--- config.mk ---
export PLATFORM = sky130hd
export DESIGN_NAME = buffered_uart_tx
export DESIGN_NICKNAME = d
export VERILOG_FILES = /design/src/rtl/buffered_uart_tx.sv
export SDC_FILE = /design/constraint.sdc
export NUM_CORES = 1
export LEC_CHECK = 0
export CAP_MARGIN = 20
export CORE_AREA = 8 8 233 235
export DETAILED_ROUTE_END_ITERATION = 8
export DIE_AREA = 0 0 241 243
export GPL_ROUTABILITY_DRIVEN = 0
export GPL_TIMING_DRIVEN = 0
export HOLD_SLACK_MARGIN = 0.02
export PLACE_DENSITY = 0.71
export SLEW_MARGIN = 30
export SYNTH_ARGS = -nofsm -noshare
export SYNTH_HDL_FRONTEND = slang
export SYNTH_SLANG_ARGS = --single-unit
--- constraint.sdc ---
create_clock -name clk -period 3.6 [get_ports clk]
set_input_delay 0.72 -clock clk [delete_from_list [all_inputs] [get_ports clk]]
set_output_delay 0.72 -clock clk [all_outputs]
set_load 0.01 [all_outputs]
--- src/rtl/buffered_uart_tx.sv ---
// Transmit-only 8N1 UART behind a byte FIFO.
// Bytes strobed in on data_valid are queued and serialised LSB first at
// CLKS_PER_BIT clocks per bit. Writes arriving while the FIFO is full are
// dropped without side effects. dbg_state exposes the transmitter FSM state.
//
// Handshake: data_valid is a write strobe with no ready; every cycle it is
// high and full is low (pre-edge) stores one byte. full is the only
// back-pressure indication and the caller may ignore it.
module buffered_uart_tx #(
    parameter int CLKS_PER_BIT = 416,
    parameter int ADDR_W       = 6
) (
    input  logic       clk,
    input  logic       rst,
    input  logic [7:0] data,
    input  logic       data_valid,
    output logic       full,
    output logic       uart_tx,
    output logic [1:0] dbg_state
);

    localparam int DEPTH = 1 << ADDR_W;
    localparam int CNT_W = (CLKS_PER_BIT > 2) ? $clog2(CLKS_PER_BIT) : 1;

    typedef enum logic [1:0] {
        IDLE  = 2'd0,
        START = 2'd1,
        DATA  = 2'd2,
        STOP  = 2'd3
    } tx_state_e;

    logic [7:0]        mem_q [DEPTH];
    logic [ADDR_W-1:0] wr_ptr_q, wr_ptr_d;
    logic [ADDR_W-1:0] rd_ptr_q, rd_ptr_d;
    logic [ADDR_W:0]   count_q, count_d;
    tx_state_e         state_q, state_d;
    logic [CNT_W-1:0]  clk_cnt_q, clk_cnt_d;
    logic [2:0]        bit_idx_q, bit_idx_d;
    logic [7:0]        shift_q, shift_d;
    logic              tx_q, tx_d;
    logic              wr_en;
    logic              pop;
    logic              bit_done;

    // full derives from the registered count, so it reflects the edge that changed it
    assign full      = (count_q == (ADDR_W+1)'(DEPTH));
    assign wr_en     = data_valid & ~full;
    assign bit_done  = (clk_cnt_q == CNT_W'(CLKS_PER_BIT - 1));
    assign uart_tx   = tx_q;
    assign dbg_state = state_q;

    // FIFO storage: contents are not reset, only pointers and count are
    always_ff @(posedge clk) begin
        if (wr_en) begin
            mem_q[wr_ptr_q] <= data;
        end
    end

    // FIFO pointer and occupancy update; pointers wrap naturally at 2^ADDR_W
    always_comb begin
        wr_ptr_d = wr_ptr_q;
        rd_ptr_d = rd_ptr_q;
        count_d  = count_q;
        if (wr_en) begin
            wr_ptr_d = wr_ptr_q + 1'b1;
        end
        if (pop) begin
            rd_ptr_d = rd_ptr_q + 1'b1;
        end
        case ({wr_en, pop})
            2'b10:   count_d = count_q + 1'b1;
            2'b01:   count_d = count_q - 1'b1;
            default: count_d = count_q;
        endcase
    end

    // Transmitter next-state: IDLE pops the head, then START, 8 DATA bits, STOP
    always_comb begin
        state_d   = state_q;
        clk_cnt_d = clk_cnt_q;
        bit_idx_d = bit_idx_q;
        shift_d   = shift_q;
        tx_d      = tx_q;
        pop       = 1'b0;
        case (state_q)
            IDLE: begin
                tx_d = 1'b1;
                if (count_q != '0) begin
                    pop       = 1'b1;
                    shift_d   = mem_q[rd_ptr_q];
                    tx_d      = 1'b0;
                    clk_cnt_d = '0;
                    bit_idx_d = '0;
                    state_d   = START;
                end
            end
            START: begin
                if (bit_done) begin
                    clk_cnt_d = '0;
                    tx_d      = shift_q[0];
                    state_d   = DATA;
                end else begin
                    clk_cnt_d = clk_cnt_q + 1'b1;
                end
            end
            DATA: begin
                if (bit_done) begin
                    clk_cnt_d = '0;
                    if (bit_idx_q == 3'd7) begin
                        tx_d    = 1'b1;
                        state_d = STOP;
                    end else begin
                        // shift_q[0] is on the line; expose the next bit
                        shift_d   = {1'b0, shift_q[7:1]};
                        tx_d      = shift_q[1];
                        bit_idx_d = bit_idx_q + 1'b1;
                    end
                end else begin
                    clk_cnt_d = clk_cnt_q + 1'b1;
                end
            end
            STOP: begin
                if (bit_done) begin
                    clk_cnt_d = '0;
                    state_d   = IDLE;
                end else begin
                    clk_cnt_d = clk_cnt_q + 1'b1;
                end
            end
            default: begin
                state_d = IDLE;
                tx_d    = 1'b1;
            end
        endcase
    end

    // State registers; reset aborts any frame and returns the line high at once
    always_ff @(posedge clk or negedge rst) begin
        if (!rst) begin
            wr_ptr_q  <= '0;
            rd_ptr_q  <= '0;
            count_q   <= '0;
            state_q   <= IDLE;
            clk_cnt_q <= '0;
            bit_idx_q <= '0;
            shift_q   <= '0;
            tx_q      <= 1'b1;
        end else begin
            wr_ptr_q  <= wr_ptr_d;
            rd_ptr_q  <= rd_ptr_d;
            count_q   <= count_d;
            state_q   <= state_d;
            clk_cnt_q <= clk_cnt_d;
            bit_idx_q <= bit_idx_d;
            shift_q   <= shift_d;
            tx_q      <= tx_d;
        end
    end

endmodule

==> results of run 1 <==
-- cells in the final DEF (no fill, tap or decap), drive strengths merged, types with 8 or more instances in the layout --
cell type  netlist  final
nor2b           17     17
mux2            42     42
nand2b           8      8
clkbuf          25     98
nor2            96     96
clkinv           0     16
mux2i           95     95
xnor2           14     14
or3             14     14
o21ai           31     31
nor3            19     19
nand3           23     23
buf             46     60
a211oi          16     16
ha              13     13
mux4            70     70
o22ai           44     44
a21oi           13     13
dfrtp           41     41
nand2           44     44
edfxtp         512    512
-- kinds of logic (layout without fill, tap and decap cells) --
kind of cell / Yosys count / in the layout / synth area share (%)
adder cells (fa/ha/maj): 13 / 13 / 0.725
AND/OR/NAND/NOR: 250 / 250 / 5.26
multiplexers: 207 / 207 / 13.5
flip-flops: 554 / 554 / 73.3
XOR/XNOR: 18 / 18 / 0.703
AO/OA/AOI/OAI: 160 / 160 / 4.79
buffers and inverters: 78 / 190 / 1.81
-- layer usage --
metal / GRT usage [%] / vias to the layer above / part of all wire [%]
met1: 24.3 / 6230 / 40
met4: 8.58 / 0 / 4.6
met2: 28.6 / 610 / 46
met3: 4.56 / 137 / 9.3
met5: 0 / - / 0
li1: - / 5249 / -
-- metrics by stage --
stage	setup TNS (ps)	power, mW	hold slack [ps]
2_1_floorplan	0	8.03	424
3_3_place_gp	-577	8.39	463
3_5_place_dp	-1320	8.43	480
4_1_cts	0	13.7	60.2
5_1_grt	0	14.0	90.1
6_report	0	13.6	78.4
-- worst max path at each step --
stage / startpoint / end
floorplan: count_q[3] / count_q[6]
global placement: count_q[3] / count_q[6]
CTS: count_q[3] / count_q[6]
finish: count_q[3] / count_q[6]
detailed placement: count_q[3] / count_q[6]
global route: count_q[3] / count_q[6]
-- worst max-delay path, delay by kind of cell, from the launching register on --
kind,cells,cell delay (ps)
adders and majority gates,2,420
DFF,1,350
buffers and inverters,2,350
xor gates and xnor gates,2,330
and+or+nand+nor,4,1080
AOI/OAI and AO/OA,3,460
muxes,1,320
-- registers in the layout (all words and copies together) (netlist names) --
signal     count
uart_tx        1
mem_q        512
shift_q        8
wr_ptr_q       6
clk_cnt_q      9
count_q        7
rd_ptr_q       6
dbg_state      2
bit_idx_q      3
-- area by class of cell --
class	instances	area [sq um]	area share [%]
Multi-Input combinational cell	648	5630	22.4
Clock inverter	20	166	0.661
Buffer	69	373	1.48
Clock buffer	75	1480	5.88
Inverter	7	26.3	0.104
Tap cell	680	851	3.38
Sequential cell	554	16400	65.3
Timing Repair Buffer	19	220	0.875
-- repair_timing --
item,CTS,global route
buffers inserted,0,0
endpoints found under the hold margin,0,0
endpoints found under the setup margin,1,1
gates cloned,0,0
hold buffers,0,0
gates resized for setup,3,3
-- where the power goes --
part           internal (mW)  switching, mW  total, mW
Sequential              7.31          0.121       7.43
Clock                   2.94           2.33       5.27
Combinational          0.249          0.652      0.901
Total                   10.5           3.10       13.6
==> flow_summary.toml, run 1 <==
[detailed_routing]
initialDrtViolationCount = 1391
ant_nets = 0
drc = 0
vias = 12200
wirelength_um = 54200
avgRoutedWirePerCell_um = 26.2
viasPerCell = 5.90
firstDrtPassIters = 6

[global_routing]
antenna_found_initial = 0
grt_usage_pct = 18.4
grt_pass1_vias = 12200
grt_max_degree = 65
grt_pass1_wl_um = 79100
gr-total-overflow = 0

[worst_setup_path]
worst-r2r-cell-count = 14
start_kind = "flip-flop"
critPathKind = "flip-flop to flip-flop"
max_stage_delay_ps = 360
r2r_setup_slack_ps = 200
timing.rr.end = "count_q[6]"
crit_fanout = 8
critPathArrivalTime_ps = 3920
cp.required_ps = 4120
worstSetupEndpointType = "flip-flop"
cp_cell_sequence = "buf_2, nor4_4, nand3_1, and2_1, inv_1, ha_4, xor2_1, ha_1, or3b_1, a21oi_1, a21oi_1, mux2_1, a31oi_1, xnor2_1"
crit_top_cell = "a21oi_1"
regToRegStartpoint = "count_q[3]"
cpMaxStageDelayCell = "or3b_1"

[cells_and_area]
fill_cells = 4115
fin_util_pct = 49.7
stdcell_count = 2072
area_growth_pct = 12.2
design_area_sq_um = 25200
antenna_cells = 0
layout.nets = 1377
final_layout_size_suffix_gt1_share_pct = 17.2

[logic_synthesis]
synth_top_area_share_pct = 68.6
synth-edff-count = 512
synth_area_leaders = "edfxtp_1, mux4_2, dfrtp_1"
synthArstFlopShare_pct = 7.58
synthTopCellsByCount = "edfxtp_1, nor2_1, mux2i_1, mux4_2"
synth_fp_nets = 1304
synth_largest_area_cell = "edfxtp_1"
netlist_instances = 1280
ys_types = 58
yosys_register_bits = 554
synth_most_common_cell = "edfxtp_1"
yosysSeqAreaShare_pct = 73.3
ys.flop_type = "edfxtp_1"
syn_area_per_cell_sq_um = 17.5
yosysWarnings = 0
syn-cell-area_sq_um = 22400

[power_and_ir_drop]
power.density_nw_per_um2 = 541
ir_worst_vdd_v = 0.000360
p_leak_nw = 8.24

[hold_path]
min_path_type = "primary input to async pin"

[status]
status = "finished clean"

[place]
io_buffer_count = 14
dpl.hpwl_um = 35600
dpl_cell_area_sq_um = 23500
dp_cells = 1979
pre_cts_ws_ps = -219

[clock_network]
cts_tree = "done"
clockBufferDepth = 3
cts-root-buf = "clkbuf_16"
numCtsBuffers = 54
clk_transition_reported_paths_ps = 60
clock-sinks = 554
clkLatencyLatePin_ps = 620
cts_max_level = 2

[die]
io_pins = 15
rows = 83
start_util_pct = 44.2
dieArea_sq_um = 58600
dieHeight_um = 243
die_w_um = 241
fp.coreArea_sq_um = 50700

[timing]
fin_ws_ps = 201
period_share_pct = 94.4
max_slew_margin_pct = 39.0
layout_min_cycle_time_ps = 3400
finClkSkew_ps = 32.3
max_freq_mhz = 294
worst_pin_slew_ps = 911
rsz0062_at_grt = "false"
setup_viol = 0
finalMaxSlewViolations = 0
hold_viol = 0

[flow_run]
drv_cap = 0
(Power assumes the default switching activity.)
==> inputs of run 2 (changes only) <==
CAP_MARGIN = not set   (was 20)
CTS_BUF_LIST = sky130_fd_sc_hd__clkbuf_4 sky130_fd_sc_hd__clkbuf_8 sky130_fd_sc_hd__clkbuf_16   (was not set)
==> run 2 against run 1 <==
  * First-iteration DRC count rose by 0.29%
  * Sequential power is essentially flat
  * Clock skew is 0.94 ps higher
  * Final area grew 0.24%
  * Setup slack got worse by 16 ps
  * Via count grew 0.91%
  * Total power increased by 1.0%
  * Worst hold slack hardly changed
  * Clock power is 2% higher
  * Critical path depth did not move
  * Critical endpoint unchanged
  * Largest power group unchanged
==> flow_summary.toml, run 2 (synthesis results as in run 1) <==
[hold_path]
min_path_type = "primary input to async pin"

[clock_network]
clk_transition_reported_paths_ps = 60
cts-root-buf = "clkbuf_16"
clockBufferDepth = 3
clock-sinks = 554
numCtsBuffers = 54
cts_max_level = 2
cts_tree = "done"
clkLatencyLatePin_ps = 620

[worst_setup_path]
critPathArrivalTime_ps = 3940
start_kind = "flip-flop"
crit_top_cell = "a21oi_1"
critPathKind = "flip-flop to flip-flop"
max_stage_delay_ps = 360
regToRegStartpoint = "count_q[3]"
cp.required_ps = 4120
worst-r2r-cell-count = 14
cpMaxStageDelayCell = "or3b_1"
worstSetupEndpointType = "flip-flop"
timing.rr.end = "count_q[6]"
cp_cell_sequence = "buf_2, nor4_4, nand3_1, and2_1, inv_1, ha_4, xor2_1, ha_1, or3b_1, a21oi_1, a21oi_1, mux2_1, a31oi_1, xnor2_1"
r2r_setup_slack_ps = 190
crit_fanout = 8

[place]
dpl.hpwl_um = 35600
io_buffer_count = 14
dpl_cell_area_sq_um = 23500
pre_cts_ws_ps = -219

[global_routing]
grt_pass1_wl_um = 79100
antenna_found_initial = 0
gr-total-overflow = 0
grt_usage_pct = 18.4
grt_pass1_vias = 12200
grt_max_degree = 65

[cells_and_area]
fill_cells = 4107
fin_util_pct = 49.8
antenna_cells = 0
largest_reg_flops = 512
layout_common_cells = "edfxtp_1, nor2_1, mux2i_1"
final_common_cell = "edfxtp_1"
largest_register = "mem_q"
design_area_sq_um = 25200
final_layout_size_suffix_gt1_share_pct = 18.3
top_regs = "mem_q x512, clk_cnt_q x9, shift_q x8"
layout.nets = 1377
area_growth_pct = 12.5

[flow_run]
drv_cap = 0

[power_and_ir_drop]
finalPower_mw = 13.7
ir_worst_vdd_v = 0.000362
power.density_nw_per_um2 = 545
p_leak_nw = 8.30

[status]
status = "finished clean"

[timing]
setup_viol = 0
rsz0062_at_grt = "false"
fin_ws_ps = 186
max_slew_margin_pct = 36.7
layout_min_cycle_time_ps = 3410
max_freq_mhz = 293
finalMaxSlewViolations = 0
period_share_pct = 94.8
finClkSkew_ps = 33.2
hold_viol = 0
worst_pin_slew_ps = 947

[detailed_routing]
ant_nets = 0
viasPerCell = 5.95
wl_met3_um = 5140
wl_met2_um = 25100
wirelength_um = 54500
vias = 12300
avgRoutedWirePerCell_um = 26.3
firstDrtPassIters = 5
drc = 0
initialDrtViolationCount = 1395
drt-met1-wl_um = 21800
top_layer = "met4"

[die]
dieArea_sq_um = 58600
dieHeight_um = 243
io_pins = 15
start_util_pct = 44.2
fp.coreArea_sq_um = 50700
rows = 83
die_w_um = 241
run 2: layout make-up:
type	count	area [sq um]	share of cell area, %
sequential	554	16400	65.1
multi-input combinational	648	5630	22.3
clock buffer	75	1540	6.10
tap	680	851	3.37
buffer	69	373	1.48
timing repair buffer	19	220	0.873
clock inverter	20	166	0.660
inverter	7	26.3	0.104
run 2: what timing repair did:
| action | in CTS | in global routing |
|---|---|---|
| gates resized for setup | 3 | 3 |
| setup buffers | 0 | 0 |
| endpoints found under the hold margin | 0 | 0 |
| setup endpoints to repair | 1 | 1 |
| hold buffers | 0 | 0 |
run 2: where the power goes:
part	switching (mW)	leakage (nW)	internal [mW]
sequential	0.121	5.12	7.31
combinational	0.654	2.34	0.249
clock	2.35	0.840	3.06
run 2: worst max-delay path: cells and delay by family, from the launching register on:
| kind | cells | cell delay [ps] |
|---|---|---|
| DFF | 1 | 350 |
| buffers and inverters | 2 | 370 |
| and+or+nand+nor | 4 | 1090 |
| xor gates and xnor gates | 2 | 330 |
| muxes | 1 | 320 |
| AOI/OAI and AO/OA | 3 | 460 |
| adders and majority gates | 2 | 420 |
run 2: worst max path at each step:
stage	slack, ps	cells past startpoint	start	endpoint
global route	30	14	count_q[3]	count_q[6]
CTS	80	14	count_q[3]	count_q[6]
global placement	-200	16	count_q[3]	count_q[6]
floorplan	290	16	count_q[3]	count_q[6]
detailed placement	-220	16	count_q[3]	count_q[6]
finish	190	14	count_q[3]	count_q[6]
run 2: metrics by stage:
stage	TNS [ps]	hold WS, ps	cells
after CTS	0	59.4	2072
after global placement	-577	463	1974
after floorplan	0	424	1280
after global routing	0	88.3	2072
after detailed placement	-1320	480	1979
final	0	77.9	2072
run 2: layer usage:
layer | track usage, % | vias up
met5 | 0 | -
met4 | 8.53 | 0
met3 | 4.58 | 139
met2 | 28.6 | 671
met1 | 24.3 | 6278
li1 | - | 5249
